==> src/rtl/gpu_fetch_unit.sv <==
// Instruction fetch stage: direct-mapped single-instruction cache in front of
// instruction memory, stalling the SIMT core through core_en on a miss.

package gpu_fetch_pkg;

  localparam logic [7:0] OP_ADD = 8'h01;

  // Decoded instruction word as delivered by instruction memory.
  typedef struct packed {
    logic [7:0]  opcode;
    logic [3:0]  rd;
    logic [3:0]  rs1;
    logic [3:0]  rs2;
    logic [11:0] imm;
  } instruction_t;

endpackage

module gpu_fetch_unit
  import gpu_fetch_pkg::*;
#(
  parameter int unsigned ADDR_WIDTH  = 16,
  parameter int unsigned CACHE_LINES = 16,
  parameter int unsigned CNT_WIDTH   = 16
) (
  input  logic                  clk,
  input  logic                  rst,
  input  logic [ADDR_WIDTH-1:0] pc_in,
  input  logic                  flush,
  output instruction_t          instr_out,
  output logic                  instr_valid,
  output logic                  core_en,
  output logic                  imem_req_valid,
  input  logic                  imem_req_ready,
  output logic [ADDR_WIDTH-1:0] imem_req_addr,
  input  logic                  imem_rsp_valid,
  input  instruction_t          imem_rsp_data,
  output logic [CNT_WIDTH-1:0]  hit_count,
  output logic [CNT_WIDTH-1:0]  miss_count
);

  localparam int unsigned IDX_W = $clog2(CACHE_LINES);
  localparam int unsigned TAG_W = ADDR_WIDTH - IDX_W;

  typedef enum logic [1:0] {
    S_RUN,
    S_REQ,
    S_WAIT
  } state_t;

  state_t state, state_next;

  logic [CACHE_LINES-1:0] line_valid;
  logic [TAG_W-1:0]       tag_mem  [CACHE_LINES];
  instruction_t           data_mem [CACHE_LINES];

  logic [ADDR_WIDTH-1:0]  miss_addr;
  logic                   flush_pending;

  logic [IDX_W-1:0]       pc_idx;
  logic [TAG_W-1:0]       pc_tag;
  logic [IDX_W-1:0]       miss_idx;
  logic [TAG_W-1:0]       miss_tag;

  logic                   hit_c;
  logic                   miss_c;
  logic                   fill_c;

  assign pc_idx   = pc_in[IDX_W-1:0];
  assign pc_tag   = pc_in[ADDR_WIDTH-1:IDX_W];
  assign miss_idx = miss_addr[IDX_W-1:0];
  assign miss_tag = miss_addr[ADDR_WIDTH-1:IDX_W];

  // Zero-latency lookup; a flush or reset forces the cycle to look like a miss.
  always_comb begin
    hit_c = 1'b0;
    if (!rst && state == S_RUN && !flush) begin
      hit_c = line_valid[pc_idx] && (tag_mem[pc_idx] == pc_tag);
    end
  end

  assign instr_out     = data_mem[pc_idx];
  assign instr_valid   = hit_c;
  assign core_en       = hit_c;
  assign imem_req_addr = miss_addr;

  // State register.
  always_ff @(posedge clk) begin
    if (rst) begin
      state <= S_RUN;
    end else begin
      state <= state_next;
    end
  end

  // Next-state logic plus miss/fill strobes.
  always_comb begin
    state_next = state;
    miss_c     = 1'b0;
    fill_c     = 1'b0;
    case (state)
      S_RUN: begin
        if (!flush && !hit_c) begin
          state_next = S_REQ;
          miss_c     = 1'b1;
        end
      end
      S_REQ: begin
        if (imem_req_ready) begin
          state_next = S_WAIT;
        end
      end
      S_WAIT: begin
        if (imem_rsp_valid) begin
          state_next = S_RUN;
          fill_c     = !flush && !flush_pending;
        end
      end
      default: state_next = S_RUN;
    endcase
  end

  // Miss address, registered request valid and the discard-fill flag.
  always_ff @(posedge clk) begin
    if (rst) begin
      miss_addr      <= '0;
      imem_req_valid <= 1'b0;
      flush_pending  <= 1'b0;
    end else begin
      if (miss_c) begin
        miss_addr <= pc_in;
      end
      imem_req_valid <= (state_next == S_REQ);
      if (state_next == S_RUN) begin
        flush_pending <= 1'b0;
      end else if (flush) begin
        flush_pending <= 1'b1;
      end
    end
  end

  // Valid bits: flush beats a same-cycle fill.
  always_ff @(posedge clk) begin
    if (rst) begin
      line_valid <= '0;
    end else if (flush) begin
      line_valid <= '0;
    end else if (fill_c) begin
      line_valid[miss_idx] <= 1'b1;
    end
  end

  // Tag and data storage need no reset; the valid bits guard them.
  always_ff @(posedge clk) begin
    if (fill_c) begin
      tag_mem[miss_idx]  <= miss_tag;
      data_mem[miss_idx] <= imem_rsp_data;
    end
  end

  // Saturating hit / miss performance counters.
  always_ff @(posedge clk) begin
    if (rst) begin
      hit_count  <= '0;
      miss_count <= '0;
    end else begin
      if (hit_c && hit_count != '1) begin
        hit_count <= hit_count + CNT_WIDTH'(1);
      end
      if (miss_c && miss_count != '1) begin
        miss_count <= miss_count + CNT_WIDTH'(1);
      end
    end
  end

endmodule

==> config.mk <==
export PLATFORM = sky130hd
export DESIGN_NAME = gpu_fetch_unit
export DESIGN_NICKNAME = d
export VERILOG_FILES = /design/src/rtl/gpu_fetch_unit.sv
export SDC_FILE = /design/constraint.sdc
export NUM_CORES = 1
export LEC_CHECK = 0
export ABC_AREA = 1
export BUFFER_PORTS_ARGS = -buffer_cell sky130_fd_sc_hd__buf_2
export CAP_MARGIN = 20
export CORE_UTILIZATION = 55
export DETAILED_ROUTE_END_ITERATION = 7
export GPL_ROUTABILITY_DRIVEN = 0
export PLACE_DENSITY = 0.75
export SLEW_MARGIN = 0
export SYNTH_ARGS = -nofsm -noshare
export SYNTH_HDL_FRONTEND = slang
export SYNTH_SLANG_ARGS = --single-unit
==> constraint.sdc <==
create_clock -name clk -period 3 [get_ports clk]
set_input_delay 0.3 -clock clk [delete_from_list [all_inputs] [get_ports clk]]
set_output_delay 0.3 -clock clk [all_outputs]
set_load 0.02 [all_outputs]
==> out/qor.csv <==
stage,metric,value,unit
clocking,clock tree sinks,772,
placement,HPWL Detailed,41100,um
clocking,CTS root buffer,clkbuf_16,
synthesis,YS warnings,0,
synthesis,largest family of logic cells by synthesized area,simple AND/OR/NAND/NOR gates,
synthesis,Synth Area in Simple Gates,13.5,%
floorplan,effective utilization at floorplan,56.1,%
global_routing,first-pass GRT wire length,119000,um
route,post-DR vias/cell,5.99,
setup_path,reg2reg path depth,10,
setup_path,critical setup path kind,primary input to output port,
setup_path,Critical Path RT,2.70,ns
sta,final period utilization,95.5,%
setup_path,Reg2Reg Setup Slack,0.54,ns
global_routing,grt ovf,0,
floorplan,Chip Height,240,um
hold_path,Hold Crit Depth,3,
sta,final hold vios,0,
sta,fin. max-slew vios,0,
global_routing,vias in the first global route,20700,
synthesis,post-synth cell types,34,
synthesis,syn_area_per_cell,11.9,um^2
route,WL/cell,22.0,um
sta,Finish-stage setup viols,0,
synthesis,post-synthesis sequential element count,772,
clocking,CTS tree,built,
global_routing,pin count of the biggest net entering global routing,131,
hold_path,Hold WC Path Type,primary input to register,
setup_path,CP Capture Type,output port,
synthesis,Yosys top cell by area,edfxtp_1,
layout,Layout Nets,2803,
route,DR iter-0 viols,2520,
synthesis,synth top area cells,"edfxtp_1, nand2_1, nor2_1",
clocking,Clock H-tree levels,3,
sta,actual slew at the worst max-slew pin,0.762,ns
setup_path,CP Launch Type,primary input,
setup_path,RR Startpoint,miss_count[0],
synthesis,post-synthesis mux area share,0,%
route,# DRC,0,
placement,Placed Cells incl. Taps,3404,
setup_path,worst-path fanout max,17,
layout,final std cells w/o fill,3551,
placement,# port buffers,135,
setup_path,capturing point of the worst reg2reg path,miss_count[10],
clocking,postcts setup bufs,0,
clocking,later-pin clock latency in the skew report,0.62,ns
power_and_ir_drop,PD cells,630,mW/mm^2
synthesis,syn nets,2678,
synthesis,synthesized cell area,0.0312,mm^2
run_status,status,completed,
synthesis,sequential share of the synthesized area,72.2,%
synthesis,Compound-Gate Fraction of Synth Area,9.67,%
floorplan,Placeable Area,0.0555,mm^2
power_and_ir_drop,Pwr Total,22.4,mW
route,detailed-route via count,21300,
run,Max Cap Viol,0,
route,drt total wl,78300,um
synthesis,adder-cell area share of the yosys netlist,0.0803,%
sta,RSZ-0062 raised after global routing,false,
sta,final worst path period need,2.87,ns
sta,Slew HR,49.2,%
route,Routed Antenna Nets,0,
hold_path,Worst Hold Launch,pc_in[14],
floorplan,# rows,86,
floorplan,Die W,240,um
hold_path,Hold EP,imem_req_addr[14],
power_and_ir_drop,Lkg Pwr,12.5,nW
floorplan,I/O pins,136,
power_and_ir_drop,peak supply drop,0.554,mV
setup_path,CP startpoint,flush,
clocking,CTS Buf Count,76,
synthesis,xor/xnor share of the synthesized area,0.337,%
setup_path,Critical Path AT,2.57,ns
sta,Sum Neg Setup Slack,0,ns
sta,worst clock skew,0.0130,ns
layout,layout cells sized above 1,12.2,%
clocking,clk slew on worst S/H paths,0.06,ns
layout,"Design Area, Final",0.0355,mm^2
global_routing,initial antenna violation count,5,
route,drt first pass iters,6,
global_routing,gr usage total,27.2,%
sta,Max Freq,349,MHz
placement,Post-Place Cell Area,0.0330,mm^2
clocking,Longest Clk Path Bufs,3,
synthesis,top-area cell type share of the netlist area,67.8,%
layout,Area Growth Syn to Fin,13.9,%
floorplan,DIE AREA,0.0576,mm^2
synthesis,Syn Inst Count,2623,
## routing by layer
| layer | vias to the layer above | routed length, um | track usage, % |
|---|---|---|---|
| li1 | 9621 | - | - |
| met1 | 10300 | 29900 | 35.7 |
| met2 | 1168 | 38400 | 45.1 |
| met3 | 195 | 7460 | 4.87 |
| met4 | 8 | 2520 | 11.0 |
| met5 | - | 57 | 0 |
## cell families (layout without fill, tap and decap cells)
| kind of cell | Yosys count | after routing |
|---|---|---|
| flops | 772 | 772 |
| compound gates | 503 | 503 |
| fa+ha+maj | 2 | 2 |
| buf+inv | 310 | 489 |
| simple gates | 1024 | 1024 |
| xor+xnor | 12 | 12 |
| other cells | 0 | 1 |
## worst max-delay path: stages
cell	delay (ns)
dlygate4sd3_1	0.57
buf_2	0.15
or2_4	0.33
nor2_2	0.13
nand2_1	0.13
nor2_1	0.11
nand2_1	0.07
nor2_1	0.11
nand2_1	0.07
nor2_2	0.13
nand2_4	0.14
inv_1	0.13
buf_2	0.18
## cell usage after synthesis (all sizes together)
library cell and instances:
edfxtp 704, nand2 404, nor2 389, o21ai 294, nand3 204, inv 146, clkbuf 118, o221ai 96
dfxtp 68, buf 45, a21oi 44, o211ai 36, o22ai 32, nor3 16, xor2 7, nand4 5
xnor2 5, ha 2, nor4 2, or2 2, a21boi 1, and2 1, clkinv 1, nor3b 1
## worst max path at each step
stage / endpoint / slack (ns) / depth (start not counted)
3_5_place_dp: instr_out[5] / 0.40 / 9
6_report: instr_valid / 0.13 / 13
4_1_cts: instr_valid / 0.01 / 13
3_3_place_gp: instr_valid / 0.50 / 14
2_1_floorplan: data_mem[12][0] / -0.16 / 4
5_1_grt: instr_valid / 0.02 / 13
## cell type report
cell class              instances  area [um^2]
well taps                     748          936
repair buffers                210         1610
flip-flops and latches        772        22500
multi-input cells            1541         7480
clock buffers                  99         2060
diodes                          1         2.50
fillers                      4068        20000
clock inverters                33          342
inverters                     147          562
## cell usage in the layout (no fill, tap or decap), types with 10 or more instances in the layout
cell	Yosys	final
o21ai_1	11	11
nor2_1	381	364
buf_2	20	132
clkinv_2	0	10
buf_12	0	26
o211ai_1	36	36
nand3_1	202	202
clkbuf_1	118	16
inv_1	144	143
nor3_1	16	16
nand2_1	402	402
o21ai_0	283	283
dfxtp_1	68	68
buf_4	7	37
dlygate4sd3_1	0	14
o221ai_1	96	96
clkbuf_16	0	76
a21oi_1	44	44
edfxtp_1	704	704
nor2_4	2	18
o22ai_1	32	32
## power breakdown
part           internal, mW  total [mW]  leakage [nW]  switching (mW)
Combinational         0.377        1.31          4.45           0.928
Clock                  5.22        9.18          1.17            3.96
Sequential             11.8        11.9          6.88          0.0887
Total                  17.4        22.4          12.5            4.97
## repair_timing
item	in CTS	in global routing
hold endpoints to repair	13	0
endpoints found under the setup margin	0	2
hold buffers	14	0
gates resized for setup	0	2
## stage by stage
stage,hold slack (ns),util [%],setup slack [ns]
CTS,0.0153,63.9,0.0129
global route,0.0477,63.9,0.0232
detailed placement,0.451,59.3,0.403
global placement,0.450,59.3,0.496
floorplan,0.399,-,-0.159
finish,0.0408,63.9,0.135
## flip-flops by register name (all words and copies together) (netlist names)
register,count
imem_req_addr,16
flush_pending,1
miss_count,16
state,2
data_mem,512
hit_count,16
tag_mem,192
imem_req_valid,1
line_valid,16
No activity file was read; power rests on OpenSTA's default activity.
